### src/rtl/mult_sched.sv
// mult_sched: round-robin arbiter and sequencer for a shared radix-2 Booth
// shift-add multiplier datapath (A, Q, q(-1), M registers plus adder/subtractor).
//
// The FSM walks LOAD -> (EVAL -> SHIFT) x N -> DONE for each operation. It
// drives the datapath strobes and returns a one-cycle done pulse to the
// requester that was granted.
//
// Ports:
//   clk         in   rising-edge clock
//   reset       in   asynchronous active-low reset
//   req[1:0]    in   per-requester request, held until the matching done
//   q0          in   LSB of datapath Q
//   q_menos1    in   datapath q(-1)
//   gnt[1:0]    out  one-hot grant, stable for the whole operation
//   Sel         out  operand mux select (0 = requester 0, 1 = requester 1)
//   busy        out  high in every legal state except IDLE
//   done[1:0]   out  one-cycle completion pulse to the granted requester
//   Carga_QM    out  load Q/M, clear q(-1)
//   Reset_A     out  clear A
//   Carga_A     out  load adder/subtractor result into A
//   Resta       out  adder/subtractor computes A-M (else A+M)
//   Desplaza_AQ out  arithmetic right shift of A,Q,q(-1)
//   Fin         out  operation complete, coincident with done
module mult_sched #(
  parameter int N  = 3,
  parameter int CW = $clog2(N)
) (
  input  logic       clk,
  input  logic       reset,
  input  logic [1:0] req,
  input  logic       q0,
  input  logic       q_menos1,
  output logic [1:0] gnt,
  output logic       Sel,
  output logic       busy,
  output logic [1:0] done,
  output logic       Carga_QM,
  output logic       Reset_A,
  output logic       Carga_A,
  output logic       Resta,
  output logic       Desplaza_AQ,
  output logic       Fin
);

  typedef enum logic [2:0] {
    S_IDLE  = 3'd0,
    S_LOAD  = 3'd1,
    S_EVAL  = 3'd2,
    S_SHIFT = 3'd3,
    S_DONE  = 3'd4
  } state_t;

  localparam logic [CW-1:0] C_LAST = CW'(N - 1);

  state_t        r_state;
  state_t        w_next;
  logic [CW-1:0] r_cnt;
  logic [1:0]    r_gnt;
  logic          r_sel;
  logic          r_last;
  logic          w_pick1;

  // Requester 1 wins when it is the only one asking, or on a tie when
  // requester 0 was served last.
  assign w_pick1 = req[1] & (~req[0] | ~r_last);

  assign gnt = r_gnt;
  assign Sel = r_sel;

  // State register.
  always_ff @(posedge clk or negedge reset) begin
    if (!reset) begin
      r_state <= S_IDLE;
    end else begin
      r_state <= w_next;
    end
  end

  // Grant, mux select, round-robin pointer and iteration counter.
  always_ff @(posedge clk or negedge reset) begin
    if (!reset) begin
      r_gnt  <= 2'b00;
      r_sel  <= 1'b0;
      r_last <= 1'b1;
      r_cnt  <= '0;
    end else begin
      case (r_state)
        S_IDLE: begin
          if (req != 2'b00) begin
            r_gnt <= w_pick1 ? 2'b10 : 2'b01;
            r_sel <= w_pick1;
          end
        end
        S_LOAD: begin
          r_cnt <= '0;
        end
        S_EVAL: begin
          r_cnt <= r_cnt;
        end
        S_SHIFT: begin
          // Hold at N-1 on the final shift so the counter never wraps.
          if (r_cnt != C_LAST) begin
            r_cnt <= r_cnt + CW'(1);
          end
        end
        S_DONE: begin
          r_last <= r_sel;
          r_gnt  <= 2'b00;
        end
        default: begin
          r_gnt <= 2'b00;
          r_sel <= 1'b0;
        end
      endcase
    end
  end

  // Next-state and strobe decode; Carga_A/Resta are Mealy on the Booth pair
  // in EVAL, everything else is Moore.
  always_comb begin
    w_next      = r_state;
    busy        = 1'b0;
    done        = 2'b00;
    Carga_QM    = 1'b0;
    Reset_A     = 1'b0;
    Carga_A     = 1'b0;
    Resta       = 1'b0;
    Desplaza_AQ = 1'b0;
    Fin         = 1'b0;
    case (r_state)
      S_IDLE: begin
        if (req != 2'b00) begin
          w_next = S_LOAD;
        end else begin
          w_next = S_IDLE;
        end
      end
      S_LOAD: begin
        busy     = 1'b1;
        Carga_QM = 1'b1;
        Reset_A  = 1'b1;
        w_next   = S_EVAL;
      end
      S_EVAL: begin
        busy    = 1'b1;
        Carga_A = q0 ^ q_menos1;
        Resta   = q0 & ~q_menos1;
        w_next  = S_SHIFT;
      end
      S_SHIFT: begin
        busy        = 1'b1;
        Desplaza_AQ = 1'b1;
        if (r_cnt == C_LAST) begin
          w_next = S_DONE;
        end else begin
          w_next = S_EVAL;
        end
      end
      S_DONE: begin
        busy   = 1'b1;
        Fin    = 1'b1;
        done   = r_sel ? 2'b10 : 2'b01;
        w_next = S_IDLE;
      end
      default: begin
        w_next = S_IDLE;
      end
    endcase
  end

endmodule

### config.mk
export PLATFORM = sky130hd
export DESIGN_NAME = mult_sched
export DESIGN_NICKNAME = d
export VERILOG_FILES = /design/src/rtl/mult_sched.sv
export SDC_FILE = /design/constraint.sdc
export NUM_CORES = 1
export LEC_CHECK = 0
export BUFFER_PORTS_ARGS = -buffer_cell sky130_fd_sc_hd__buf_2
export CAP_MARGIN = 20
export CORE_AREA = 2 2 39 41
export DETAILED_ROUTE_END_ITERATION = 10
export DIE_AREA = 0 0 41 43
export HOLD_SLACK_MARGIN = 0.05
export PLACE_DENSITY = 0.66
export SYNTH_ARGS = -nofsm -noshare
export SYNTH_HDL_FRONTEND = slang
export SYNTH_SLANG_ARGS = --single-unit
### constraint.sdc
create_clock -name clk -period 3.3 [get_ports clk]
set_input_delay 0.495 -clock clk [delete_from_list [all_inputs] [get_ports clk]]
set_output_delay 0.495 -clock clk [all_outputs]
set_load 0.1 [all_outputs]
## After elaboration in Yosys (flattened, before gate mapping)

Cells that the tools add are included.

| operators by class | value |
|---|---|
| eq/ne operators | 8 |
| $add $sub $neg | 1 |
| muxes and demuxes | 18 |
| reduce and logical (&&, ||, !) cells | 8 |
| bitwise logic cells | 9 |

Operator list:

| cell | count |
|---|---|
| 3-bit one-hot mux with 4 select lines | 1 |
| 2-bit 2-to-1 mux | 5 |
| 1-bit 2-to-1 mux | 8 |
| 2-bit one-hot mux with 2 select lines | 2 |
| 3-bit by 2-bit equality test with 1-bit output (second input constant) | 2 |
| 2-bit inequality test (second input constant) | 3 |
| 2-bit AND reduction | 3 |
| 1-bit NOT | 5 |
| 2-bit nonzero test | 2 |
| 4-bit OR reduction | 1 |
| 3-bit by 1-bit equality test with 1-bit output (second input constant) | 1 |
| 3-bit equality test (second input constant) | 1 |
| 3-bit logical NOT | 1 |
| 3-bit 2-to-1 mux | 1 |
| 3-bit OR reduction | 1 |
| 2-bit by 1-bit adder with 2-bit output (second input constant) | 1 |
| 1-bit bitwise AND | 2 |
| 2-bit equality test (second input constant) | 1 |
| 1-bit one-hot mux with 2 select lines | 1 |
| 1-bit bitwise OR | 1 |
| 1-bit XOR | 1 |

| word-level totals | value |
|---|---|
| output and inout bits | 12 |
| logic and storage cells | 49 |
| bits in registers | 9 |

## Logic depth before layout (Yosys ltp)

Gate-level depths: netlist (run 1).

| depth | value |
|---|---|
| depth in word-level cells | 6 |
| mapped depth | 5 |

## Least setup slack after synthesis (run 1)

OpenSTA, ideal clock, no wires.

| timing path | value |
|---|---|
| kind | input to output |
| start | input q_menos1 |
| end | output Resta |
| cell stages on the path | 3 |
| path buffers | 0 |
| path slack | -0.929 ns |
| data arrival time | 3.734 ns |
| cells stage by stage | inv_1 > ha_1 > nor4b_1 |

| between the ends | value |
|---|---|
| cells in the longest elaborated chain, start to end | 3 |

RTL lines:

| item | line | source |
|---|---|---|
| from (decl) | 32 | `input logic q_menos1,` |
| 1-bit NOT | 147 | `Resta = q0 & ~q_menos1;` |
| 1-bit bitwise AND | 147 |  |
| 1-bit 2-to-1 mux | 130 | `case (r_state)` |
| to (decl) | 40 | `output logic Resta,` |

No other way between the ends.

## Worst setup path in the final report (run 1)

| timing path | value |
|---|---|
| start | register r_state[0] |
| end | output done[0] |

| between the ends | value |
|---|---|
| cells in the longest elaborated chain, start to end | 2 |

RTL lines:

| item | line | source |
|---|---|---|
| from (decl) | 55 | `state_t r_state;` |
| from (signal assigned) | 75 | `r_state <= w_next;` |
| 3-bit equality test | 130 |  |
| 2-bit 2-to-1 mux | 130 |  |
| to (decl) | 36 | `output logic [1:0] done,` |

No other way between the ends.

==> results.rst, run 1 <==
.. list-table::
   :header-rows: 1

   * - Metric
     - Value
   * - Maximum clock frequency
     - 450 MHz
   * - CP Data Required Time
     - 2.80 ns
   * - Count of input and output buffers
     - 17
   * - Worst reg2reg path endpoint
     - r_cnt[1]$_DFFE_PN0P_
   * - Placed wire-length estimate after detailed placement
     - 759 um
   * - Gpl congestion
     - 0.675
   * - Final design utilization
     - 0.473
   * - Cell count after placement
     - 84
   * - Final period util
     - 0.674
   * - RSZ-0062 raised after global routing
     - no
   * - Max Slew Vio Count
     - 0
   * - Grt total ovfl
     - 0
   * - Initial cell density of the core
     - 0.394
   * - Run status
     - completed
   * - TritonCTS Sinks
     - 9
   * - Non-Filler Instances
     - 88
   * - Area taken by flip-flops and latches
     - 226 um^2
   * - Type of destination of the critical path
     - output pin
   * - Fraction of layout cells with a size suffix above 1
     - 0.375
   * - Detailed Route WL
     - 994 um
   * - First DRT Iteration DRCs
     - 11
   * - CTS clock-pin slew for the worst setup and hold paths
     - 0.06 ns
   * - First-pass GRT wire length
     - 1570 um
   * - Row cnt
     - 14
   * - Setup Fix Bufs, Post-CTS
     - 0
   * - Kind of critical path
     - register to output pin
   * - Layout area overhead
     - 20.0%
   * - Area fraction of the dominant cell type after synthesis
     - 0.367
   * - Crit path DAT
     - 1.73 ns
   * - Maximum buffer depth of the clock tree
     - 2
   * - Critical R2R Launch
     - r_state[2]$_DFF_PN0_
   * - Combined global-route utilization of all metal layers
     - 0.136
   * - Total setup violations reported at the end of the flow
     - 0
   * - Syn avg cell area
     - 9.92 um^2
   * - Top cells by area in the synthesized netlist
     - dfrtp_1 37%, nand2b_1 5.7%, dfstp_2 4.8%
   * - Final layout net count
     - 81
   * - Hold Buf Count CTS
     - 0
   * - X dimension of the die
     - 41 um
   * - Number of antenna violations at the first check in global routing
     - 0
   * - Total via count after detailed routing
     - 461
   * - Clk_lat worst skew
     - 0.27 ns
   * - Library cells used by synthesis
     - 30
   * - Top cell type by total area after synthesis
     - dfrtp_1
   * - CTS tree
     - yes
   * - Number of global-route vias before repair
     - 367
   * - Antenna Violating Nets Remaining
     - 0
   * - Antenna cells
     - 0
   * - Die area
     - 0.00176 mm^2
   * - Fraction of synthesis flops using an asynchronous set or reset pin
     - 1.00
   * - Most used flip-flop cell after synthesis
     - dfrtp_1
   * - Clock skew
     - 0.00139 ns
   * - Average wire per standard cell
     - 11.3 um
   * - Min Tclk post-route
     - 2.22 ns
   * - Number of DRC violations after detailed routing
     - 0
   * - Path type of the worst min-delay path
     - input port to async pin
   * - Most instantiated cells after synthesis
     - 8 x dfrtp_1, 5 x nand2b_1, 4 x inv_1, 4 x nor2_1
   * - Syn nets
     - 63
   * - FILL cells
     - 122
   * - Maximum number of pins on one net before global-route repair
     - 14
   * - Number of buffers created by CTS
     - 3
   * - Max_slew headroom
     - 0.678
   * - Hold Violations, Final
     - 0
   * - Syn Std Cell Area
     - 546 um^2
   * - Detail-routed via count per cell
     - 5.24
   * - Reg2reg path depth
     - 3
   * - Area post-placement
     - 628 um^2
   * - Transition at the pin with the smallest max-transition slack
     - 0.486 ns
   * - MaxCap Viol Count
     - 0
   * - Sum of negative setup slack
     - 0 ns
   * - H-Tree Depth
     - 1
   * - Type of element launching the critical path
     - register
   * - Top-count cell post-synth
     - dfrtp_1
   * - Cts repair resizes
     - 0
   * - Standard cell core area
     - 0.00138 mm^2
   * - Register bit total from synthesis
     - 9
   * - Buffer type at the clock tree root
     - clkbuf_4
   * - Number of instances in the synthesized netlist
     - 55
   * - Number of synthesized flops with an enable pin
     - 0
   * - Overall die height
     - 43 um
   * - Max Fanout on Critical Path
     - 9
   * - Share of the yosys chip area belonging to registers
     - 0.415
   * - Setup slack on the worst flop-to-flop path
     - 1.97 ns
   * - Number of optimization iterations in the first detailed-route pass
     - 4
   * - Final instance area
     - 654 um^2
   * - Yosys warning count
     - 0
   * - Number of primary I/O pins
     - 18
   * - Area of combinational cells with multiple inputs
     - 282 um^2
[layer usage]
layer	up-vias	routed length [um]	track usage	share of wire
met1	212	446	0.183	0.45
met4	0	38	0.120	0.038
met5	-	0	0	0
li1	230	-	-	-
met2	14	449	0.172	0.45
met3	5	60	0.0314	0.060
[kinds of logic after synthesis]
family / count (synthesis) / share of synthesized area
xor gates and xnor gates: 1 / 0.0161
buffers and inverters: 8 / 0.0917
DFF: 9 / 0.415
AOI/OAI and AO/OA: 12 / 0.163
and+or+nand+nor: 23 / 0.268
adders and majority gates: 2 / 0.0459
[per-stage QoR]
stage,worst slack [ns],hold WS [ns]
6_report,1.08,0.0657
4_1_cts,1.08,0.0739
5_1_grt,0.990,0.0805
2_1_floorplan,0.381,0.199
3_3_place_gp,1.35,0.359
3_5_place_dp,1.34,0.358
[cell usage in the layout (no fill, tap or decap), types with 2 or more instances in the layout]
cell type  count
a21oi_1        2
o21ai_0        2
nand2b_1       5
dfrtp_1        8
nand2_1        3
buf_2         17
nor3_1         3
inv_1          4
nor2_1         4
clkbuf_4       3
ha_1           2
[worst max-delay path by stage]
stage | cells after the start | from | slack (ns) | to
after CTS | 4 | r_state[0]$_DFF_PN0_ | 1.08 | done[0]
final | 4 | r_state[0]$_DFF_PN0_ | 1.08 | done[0]
after global routing | 4 | r_state[0]$_DFF_PN0_ | 0.99 | done[0]
after floorplan | 3 | q_menos1 | 0.38 | Carga_A
after global placement | 4 | q0 | 1.35 | Carga_A
after detailed placement | 4 | q0 | 1.34 | Carga_A
[worst max-delay path, cell delays in order, from the launching register on]
cell and delay [ns]:
dfrtp_1 0.50, nor2_2 0.28, nand2_1 0.13, nor2_1 0.12
buf_2 0.43
[flip-flops by register name, indices dropped and copies added (netlist names)]
register,flops
r_cnt,2
Sel,1
r_state,3
gnt,2
r_last,1
[final cells by class]
cell class | count | share of cell area
inverter | 4 | 0.0229
multi-input combinational | 38 | 0.430
sequential | 9 | 0.346
timing repair buffer | 17 | 0.130
clock buffer | 4 | 0.0402
tap | 16 | 0.0306
Power of run 1 is not shown: default switching activity piles up to over one toggle a cycle in this logic, so the estimate is an artifact.
==> run 2: changes to the inputs <==
- clock period: 3.3 -> 2.1 ns (I/O delays scaled with it)
==> run 2 against run 1 <==
Compared with the run above:
- count of clock-buffer cells in the layout unchanged
- hold slack better by 0.26 ns
- non-clock buffer count rose by 2
- clock skew shrank 0.00060 ns
- die area unchanged
- wire length grew 13%
- highest routed layer unchanged
- first-iteration DRC count is 36% lower
- final cell count grew 2.3%
- setup slack lost 0.96 ns
- sequential share of layout area is 2.0 points lower
- register-to-register slack lost 1.2 ns
- sequential cell count unchanged
==> results.rst, run 2 (synthesized netlist as in run 1, its figures left out) <==
.. list-table::
   :header-rows: 1

   * - Metric
     - Value
   * - Run status
     - completed (unchanged)
   * - Maximum number of pins on one net before global-route repair
     - 12 (was 14)
   * - Post-place setup slack
     - 0.330 ns (was 1.34 ns)
   * - X dimension of the die
     - 41 um (unchanged)
   * - Register containing the most flip-flops in the final layout
     - r_state (unchanged)
   * - Cell count of the worst hold path
     - 3
   * - MaxCap Viol Count
     - 0 (unchanged)
   * - Maximum buffer depth of the clock tree
     - 2 (unchanged)
   * - Max stage delay cell, worst path
     - dfrtp_1 (unchanged)
   * - Number of antenna violations at the first check in global routing
     - 0 (unchanged)
   * - Overall die height
     - 43 um (unchanged)
   * - First-pass GRT wire length
     - 1600 um (was 1570 um)
   * - Path type of the worst min-delay path
     - input port to register (was input port to async pin)
   * - Number of primary I/O pins
     - 18 (unchanged)
   * - Max Slew Vio Count
     - 0 (unchanged)
   * - CTS tree
     - yes (unchanged)
   * - Min setup slack post-route
     - 0.119 ns (was 1.08 ns)
   * - Setup Fix Bufs, Post-CTS
     - 0 (unchanged)
   * - FILL cells
     - 140 (was 122)
   * - Combined global-route utilization of all metal layers
     - 0.138 (was 0.136)
   * - Min Tclk post-route
     - 1.98 ns
   * - Crit path DAT
     - 1.67 ns (was 1.73 ns)
   * - CP Data Required Time
     - 1.78 ns (was 2.80 ns)
   * - Type of destination of the critical path
     - output pin (unchanged)
   * - Reg2reg path depth
     - 3 (unchanged)
   * - Number of buffers created by CTS
     - 3 (unchanged)
   * - TritonCTS Sinks
     - 9 (unchanged)
   * - Number of global-route vias before repair
     - 373 (was 367)
   * - Final design utilization
     - 0.502 (was 0.473)
   * - Placed wire-length estimate after detailed placement
     - 811 um (was 759 um)
   * - Detail-routed via count per cell
     - 5.09 (was 5.24)
   * - Antenna cells
     - 0 (unchanged)
   * - Type of element launching the critical path
     - register (unchanged)
   * - Layout area overhead
     - 27.3% (was 20.0%)
   * - Final period util
     - 0.943
   * - Detailed Route WL
     - 1120 um (was 994 um)
   * - Hold path endpoint
     - gnt[0]$_DFFE_PN0P_
   * - Final layout net count
     - 83 (was 81)
   * - Hold Violations, Final
     - 0 (unchanged)
   * - Worst Hold Launch
     - req[0]
   * - Max_slew headroom
     - 0.676 (was 0.678)
   * - Grt total ovfl
     - 0 (unchanged)
   * - Critical R2R Launch
     - r_state[1]$_DFF_PN0_ (was r_state[2]$_DFF_PN0_)
   * - Max Fanout on Critical Path
     - 8 (was 9)
   * - Average wire per standard cell
     - 12.5 um (was 11.3 um)
   * - CTS clock-pin slew for the worst setup and hold paths
     - 0.06 ns (about the same)
   * - Largest register FFs
     - 3 (unchanged)
   * - Total setup violations reported at the end of the flow
     - 0 (unchanged)
   * - Transition at the pin with the smallest max-transition slack
     - 0.490 ns (was 0.486 ns)
   * - Count of input and output buffers
     - 17 (unchanged)
   * - Highest cell delay on the worst timing path
     - 0.50 ns (about the same)
   * - Maximum clock frequency
     - 505 MHz
   * - Standard cell core area
     - 0.00138 mm^2 (unchanged)
   * - Setup slack on the worst flop-to-flop path
     - 0.78 ns (was 1.97 ns)
   * - Clk_lat worst skew
     - 0.26 ns (was 0.27 ns)
   * - Number of DRC violations after detailed routing
     - 0 (unchanged)
   * - Buffer type at the clock tree root
     - clkbuf_4 (unchanged)
   * - Row cnt
     - 14 (unchanged)
   * - Initial cell density of the core
     - 0.394 (unchanged)
   * - Kind of critical path
     - register to output pin (unchanged)
   * - Total via count after detailed routing
     - 458 (was 461)
   * - Worst reg2reg path endpoint
     - Sel$_DFFE_PN0P_ (was r_cnt[1]$_DFFE_PN0P_)
   * - Critical path, cell by cell
     - nand2b_1, nor2_1, buf_2 (was nor2_2, nand2_1, nor2_1, buf_2)
   * - RSZ-0062 raised after global routing
     - no (unchanged)
   * - Clock skew
     - 0.000792 ns (was 0.00139 ns)
   * - First DRT Iteration DRCs
     - 7 (was 11)
   * - Gpl congestion
     - 0.703 (was 0.675)
   * - Antenna Violating Nets Remaining
     - 0 (unchanged)
   * - Sum of negative setup slack
     - 0 ns (unchanged)
   * - Die area
     - 0.00176 mm^2 (unchanged)
   * - Commonest cells after routing, fill and taps aside
     - 13 x buf_2, 8 x dfrtp_1, 7 x clkbuf_4 (was 17 x buf_2, 8 x dfrtp_1, 5 x nand2b_1)
   * - H-Tree Depth
     - 1 (unchanged)
   * - Fraction of layout cells with a size suffix above 1
     - 0.419 (was 0.375)
   * - Number of optimization iterations in the first detailed-route pass
     - 4 (unchanged)
   * - Most common cell after layout, fill and taps aside
     - buf_2 (unchanged)
==> run 2: cell types whose count changed in the layout (fill, tap and decap cells not counted), sizes merged <==
cell	delta
buf	-3
clkbuf	+4
dlygate4sd3	+1
==> run 2: worst max path at each step <==
| stage | start | to | slack [ns] | cells after the start |
|---|---|---|---|---|
| 3_3_place_gp | r_state[1]$_DFF_PN0_ | Carga_A | 0.38 | 3 |
| 2_1_floorplan | r_state[1]$_DFF_PN0_ | Carga_A | -0.50 | 3 |
| 4_1_cts | r_state[1]$_DFF_PN0_ | Resta | 0.04 | 3 |
| 6_report | r_state[2]$_DFF_PN0_ | Desplaza_AQ | 0.12 | 3 |
| 3_5_place_dp | r_state[1]$_DFF_PN0_ | Resta | 0.33 | 3 |
| 5_1_grt | r_state[1]$_DFF_PN0_ | Resta | 0.003 | 3 |
==> run 2: cell type report <==
| cell class | count | area, um^2 | share of cell area |
|---|---|---|---|
| clock buffers | 4 | 26.3 | 0.0378 |
| inverters | 4 | 15.0 | 0.0216 |
| multi-input cells | 38 | 294 | 0.423 |
| flip-flops and latches | 9 | 226 | 0.326 |
| well taps | 16 | 20.0 | 0.0288 |
| repair buffers | 19 | 113 | 0.162 |
==> run 2: metal layers <==
| layer | GRT usage | wire length, um | vias up |
|---|---|---|---|
| li1 | - | - | 234 |
| met1 | 0.191 | 523 | 211 |
| met2 | 0.181 | 542 | 9 |
| met3 | 0.0314 | 33 | 4 |
| met4 | 0.100 | 22 | 0 |
| met5 | 0 | 0 | - |
==> run 2: repair_timing <==
action                                 4_1_cts  5_1_grt
endpoints found under the hold margin        8        0
setup endpoints to repair                    0        4
gates resized for setup                      0        4
hold buffers                                 1        0
==> run 2: critical path: cells and delay by family (launching register included) <==
family,cells,cell delay (ns)
AND/OR/NAND/NOR,2,0.46
flip-flops,1,0.50
buffers and inverters,1,0.44
==> run 2: stage by stage <==
stage               cell area (um^2)  instances  hold slack, ns
global placement                 648         85           0.184
CTS                              684         90           0.322
detailed placement               648         85           0.179
global route                     694         90           0.345
finish                           694         90           0.327
floorplan                        571         55          0.0194
Power of run 2 is left out for the same reason.
